### config.mk
export PLATFORM = sky130hd
export DESIGN_NAME = mem_arbiter
export DESIGN_NICKNAME = d
export VERILOG_FILES = /design/src/rtl/mem_arbiter.sv
export SDC_FILE = /design/constraint.sdc
export NUM_CORES = 1
export LEC_CHECK = 0
export ABC_CLOCK_PERIOD_IN_PS = 8200
export CORE_UTILIZATION = 43
export CTS_BUF_LIST = sky130_fd_sc_hd__clkbuf_4 sky130_fd_sc_hd__clkbuf_8
export DETAILED_ROUTE_END_ITERATION = 10
export GPL_TIMING_DRIVEN = 0
export PLACE_DENSITY = 0.87
export SLEW_MARGIN = 10
export SYNTH_ARGS = -nofsm -noshare
export SYNTH_HDL_FRONTEND = slang
export SYNTH_SLANG_ARGS = --single-unit
### constraint.sdc
create_clock -name clk -period 8.2 [get_ports clk]
set_input_delay 1.64 -clock clk [delete_from_list [all_inputs] [get_ports clk]]
set_output_delay 1.64 -clock clk [all_outputs]
set_load 0.1 [all_outputs]
### src/rtl/mem_arbiter.sv
// rtl/mem_arbiter.sv - two-requester round-robin arbiter in front of a single-port synchronous memory
module mem_arbiter #(
  parameter int WIDTH = 32,
  parameter int AW    = 8
) (
  input  logic             clk,
  input  logic             rst,
  input  logic             req_a,
  input  logic             we_a,
  input  logic [AW-1:0]    addr_a,
  input  logic [WIDTH-1:0] wdata_a,
  output logic             gnt_a,
  output logic             rvalid_a,
  output logic [WIDTH-1:0] rdata_a,
  input  logic             req_b,
  input  logic             we_b,
  input  logic [AW-1:0]    addr_b,
  input  logic [WIDTH-1:0] wdata_b,
  output logic             gnt_b,
  output logic             rvalid_b,
  output logic [WIDTH-1:0] rdata_b,
  output logic             mem_en,
  output logic             mem_we,
  output logic [AW-1:0]    mem_addr,
  output logic [WIDTH-1:0] mem_wdata,
  input  logic [WIDTH-1:0] mem_rdata,
  input  logic             mem_full,
  output logic             busy
);

  typedef enum logic {OWN_A = 1'b0, OWN_B = 1'b1} owner_t;

  owner_t           r_last;
  logic             r_mem_en, r_mem_we;
  logic [AW-1:0]    r_mem_addr;
  logic [WIDTH-1:0] r_mem_wdata;
  logic             r_t1_v, r_t2_v;
  owner_t           r_t1_own, r_t2_own;
  logic             r_rvalid_a, r_rvalid_b;
  logic [WIDTH-1:0] r_rdata_a, r_rdata_b;

  logic w_elig_a, w_elig_b, w_gnt_a, w_gnt_b;

  // Grants are suppressed while reset is held so nothing is accepted during reset.
  always_comb begin
    w_elig_a = req_a & ~(we_a & mem_full);
    w_elig_b = req_b & ~(we_b & mem_full);
    w_gnt_a  = 1'b0;
    w_gnt_b  = 1'b0;
    if (!rst) begin
      if (w_elig_a && (!w_elig_b || r_last == OWN_B)) w_gnt_a = 1'b1;
      else if (w_elig_b)                              w_gnt_b = 1'b1;
    end
  end

  always_ff @(posedge clk or posedge rst) begin
    if (rst) begin
      r_last      <= OWN_B;
      r_mem_en    <= 1'b0;
      r_mem_we    <= 1'b0;
      r_mem_addr  <= '0;
      r_mem_wdata <= '0;
      r_t1_v      <= 1'b0;
      r_t1_own    <= OWN_A;
      r_t2_v      <= 1'b0;
      r_t2_own    <= OWN_A;
      r_rvalid_a  <= 1'b0;
      r_rvalid_b  <= 1'b0;
      r_rdata_a   <= '0;
      r_rdata_b   <= '0;
    end else begin
      r_mem_en <= w_gnt_a | w_gnt_b;
      r_mem_we <= (w_gnt_a & we_a) | (w_gnt_b & we_b);
      if (w_gnt_a) begin
        r_mem_addr  <= addr_a;
        r_mem_wdata <= wdata_a;
        r_last      <= OWN_A;
      end else if (w_gnt_b) begin
        r_mem_addr  <= addr_b;
        r_mem_wdata <= wdata_b;
        r_last      <= OWN_B;
      end
      // Tag stage 1 tracks the command on the memory port, stage 2 the cycle its data appears.
      r_t1_v     <= (w_gnt_a & ~we_a) | (w_gnt_b & ~we_b);
      r_t1_own   <= w_gnt_b ? OWN_B : OWN_A;
      r_t2_v     <= r_t1_v;
      r_t2_own   <= r_t1_own;
      r_rvalid_a <= r_t2_v & (r_t2_own == OWN_A);
      r_rvalid_b <= r_t2_v & (r_t2_own == OWN_B);
      if (r_t2_v && r_t2_own == OWN_A) r_rdata_a <= mem_rdata;
      if (r_t2_v && r_t2_own == OWN_B) r_rdata_b <= mem_rdata;
    end
  end

  assign gnt_a     = w_gnt_a;
  assign gnt_b     = w_gnt_b;
  assign mem_en    = r_mem_en;
  assign mem_we    = r_mem_we;
  assign mem_addr  = r_mem_addr;
  assign mem_wdata = r_mem_wdata;
  assign rvalid_a  = r_rvalid_a;
  assign rvalid_b  = r_rvalid_b;
  assign rdata_a   = r_rdata_a;
  assign rdata_b   = r_rdata_b;
  assign busy      = r_t1_v | r_t2_v;

endmodule

==> out/metrics.csv <==
metric,value,unit
IO Count,230,
launching element type of the critical path,primary input,
clock network fraction of design power,0.164,
# nets final,772,
required time reported for the critical path endpoint,6.56,ns
final clock period utilization by the worst path,0.736,
via count,4624,
Tmin final,6.04,ns
count of hold-fix buffers inserted at cts,0,
std cell rows,38,
ratio of routed vias to standard cells,5.74,
CTS tree,built,
Die Width,109,um
number of buffer cells added on primary ports,228,
Post-Syn Area,0.00492,mm^2
headroom to the max-slew limit,0.290,
Worst Clk Skew,0.0126,ns
Register-to-Register Setup Slack,6.35,ns
path class of the lowest-slack min-delay path,reg -> reg,
number of antenna diodes,0,
top routing layer used,met4,
Setup Viol. Count Final,0,
result of the run,completed,
post-CTS clock slew at the launch and capture registers of the worst setup and hold paths,0.07,ns
total area of multi-input combinational cells,0.00185,mm^2
data arrival time of the worst path,4.40,ns
Synth-to-Final Area Change,57.8,%
sequential standard cell area,0.00283,mm^2
maximum count of clock buffers along a single path,2,
post-cts sizing count,0,
DR DRC count,0,
synthesized area per cell,12.1,um^2
nature of the critical path endpoint,output port,
root cell of the clock tree,sky130_fd_sc_hd__clkbuf_8,
mean routed wirelength per cell,18.6,um
vias in the first global route,4515,
met2 wire len,7.31,mm
unrepaired setup endpoints after global routing,no,
max-cap check violation count,0,
number of nets still failing antenna checks after routing,0,
H-tree depth,4,
worst r2r dst,mem_wdata[21]$_DFFE_PP0P_,
final hold viol count,0,
min setup slack post-route,2.16,ns
area of placed instances,0.00741,mm^2
gr ovfl total,0,
post-route core utilization,0.706,
Seq pwr share,0.274,
number of optimization iterations in the first detailed-route pass,5,
Post-Syn Nets,524,
detailed-routing wirelength on met1,5.74,mm
post-synthesis register bit count,113,
number of setup buffers added after CTS,0,
Peak supply drop,320,uV
global-route wire length before repair,22.7,mm
R2R depth,4,
overall power after layout,2.79,mW
core box area,0.0110,mm^2
Max stage delay on crit path,1.20,ns
"most common cell after layout, fill and taps aside",sky130_fd_sc_hd__clkdlybuf4s50_1,
leakage power figure,3.02,nW
sequential area share after synthesis,0.575,
wire length after detailed routing,15.0,mm
number of different library cells in the post-synthesis netlist,27,
"Slew Viols, Final",0,
Max Clock Freq,166,MHz
count of buffering cells on the critical path with inverters included,4,
launch point of the worst path,req_b,
overall track demand over capacity in global routing,0.253,
synth warn,0,
sum of net half-perimeters after detailed placement,11.3,mm
number of buffers inserted during clock tree synthesis,17,
initial antenna violation count,0,
transition at the pin with the smallest max-transition slack,1.06,ns
setup_tns,0,ns
detailed route wirelength on metal3,1.61,mm
clk_lat worst skew,0.43,ns
filler cell count in the final layout,754,
instance count on the critical path,6,
cell with the biggest individual delay on the critical path,sky130_fd_sc_hd__clkdlybuf4s50_1,
Die Y-Extent,109,um
cell internal power dissipation,1.28,mW
Hold Crit Depth,0,
largest net degree at the start of global routing,78,
global placement routability congestion,0.819,
effective utilization at floorplan,0.448,
CP Cell Sequence,clkdlybuf4s50_1 > a21boi_1 > buf_2 > buf_2 > and3_1 > clkdlybuf4s50_1,
share of final-layout standard cells stronger than drive strength 1,0.185,
net switching share of the total power,0.541,
worst r2r src,r_last$_DFFE_PP1P_,
switching power,1.51,mW
full die area,0.0119,mm^2
"commonest cells after routing, fill and taps aside","sky130_fd_sc_hd__clkdlybuf4s50_1, sky130_fd_sc_hd__dfrtp_1, sky130_fd_sc_hd__mux2_2",
worst hold path startpoint,r_t1_own$_DFF_PP0_,
Finished Cell Area,0.00776,mm^2
CTS sink cnt,113,
Crit path max-delay family,buffers and inverters,
CP endpoint,gnt_b,
worst-path maximum fanout,10,
combinational group share of total power,0.562,
critical path class,in -> out,
cells after synthesis,405,
Starting DRT DRC Count,349,
power density over the cells,359,mW/mm^2
DP Worst Slack,2.18,ns
per-stage QoR:
| step | instances | hold slack, ns |
|---|---|---|
| 2_1_floorplan | 405 | 0.331 |
| 3_3_place_gp | 773 | 0.345 |
| 3_5_place_dp | 774 | 0.343 |
| 4_1_cts | 806 | 0.357 |
| 5_1_grt | 806 | 0.361 |
| 6_report | 806 | 0.360 |
how the worst min path moves through the flow:
stage          slack, ns                  to
2_1_floorplan       0.33  r_t2_own$_DFF_PP0_
3_3_place_gp        0.35  r_t2_own$_DFF_PP0_
3_5_place_dp        0.34  r_t2_own$_DFF_PP0_
4_1_cts             0.36  r_t2_own$_DFF_PP0_
5_1_grt             0.36  r_t2_own$_DFF_PP0_
6_report            0.36  r_t2_own$_DFF_PP0_
sequential cells by signal, summed over array words and instances, names as in the netlist, 8 cells and up:
| register | cells |
|---|---|
| rdata_a | 32 |
| mem_addr | 8 |
| rdata_b | 32 |
| mem_wdata | 32 |
area by class of cell:
class	count	share of cell area
flip-flops and latches	113	0.365
repair buffers	229	0.298
multi-input cells	241	0.238
clock buffers	17	0.0302
plain buffers	46	0.0300
well taps	140	0.0226
clock inverters	15	0.0145
inverters	5	0.00242
synth_stat cells:
cell type | number | area [um^2]
sky130_fd_sc_hd__buf_6 | 4 | 45.0
sky130_fd_sc_hd__a211o_4 | 1 | 17.5
sky130_fd_sc_hd__a2111oi_0 | 40 | 350
sky130_fd_sc_hd__a31oi_1 | 40 | 250
sky130_fd_sc_hd__buf_2 | 16 | 80.1
sky130_fd_sc_hd__dfrtp_1 | 112 | 2800
sky130_fd_sc_hd__o2111ai_1 | 2 | 17.5
sky130_fd_sc_hd__mux2_2 | 64 | 721
sky130_fd_sc_hd__inv_2 | 1 | 3.75
sky130_fd_sc_hd__a21bo_2 | 1 | 10.0
sky130_fd_sc_hd__a21oi_1 | 1 | 5.00
sky130_fd_sc_hd__o31ai_1 | 1 | 7.51
sky130_fd_sc_hd__nand3_1 | 40 | 200
sky130_fd_sc_hd__nand2_1 | 2 | 7.51
sky130_fd_sc_hd__and2_1 | 1 | 6.26
sky130_fd_sc_hd__nor2b_1 | 1 | 6.26
sky130_fd_sc_hd__o21ai_1 | 1 | 5.00
sky130_fd_sc_hd__a21o_1 | 1 | 7.51
sky130_fd_sc_hd__clkinv_1 | 1 | 3.75
sky130_fd_sc_hd__inv_1 | 3 | 11.3
sky130_fd_sc_hd__o21ai_0 | 41 | 205
sky130_fd_sc_hd__a21boi_1 | 1 | 7.51
sky130_fd_sc_hd__a21bo_1 | 1 | 10.0
sky130_fd_sc_hd__clkbuf_1 | 26 | 97.6
sky130_fd_sc_hd__dfstp_2 | 1 | 26.3
sky130_fd_sc_hd__and3_1 | 1 | 6.26
sky130_fd_sc_hd__or2_2 | 1 | 6.26
per-layer routing:
layer / GRT usage / vias to the layer above
li1: - / 2058
met4: 0.0985 / 0
met5: 0 / -
met1: 0.295 / 2242
met2: 0.421 / 290
met3: 0.0950 / 34
power by group through the flow:
stage                     combinational (mW)  clock, mW  sequential (mW)
after global placement                  1.55          0            0.766
after global routing                    1.61      0.491            0.780
final                                   1.57      0.456            0.763
after floorplan                        0.189          0             1.74
after CTS                               1.57      0.462            0.764
after detailed placement                1.57          0            0.774
kinds of logic (layout without fill, tap and decap cells):
kind of cell           after synthesis  count (layout)  share of synthesized area
AOI/OAI and AO/OA                  131             131                      0.182
buffers and inverters               51             312                     0.0491
DFF                                113             113                      0.575
muxes                               64              64                      0.147
and+or+nand+nor                     46              46                     0.0473
(Power assumes the default switching activity.)
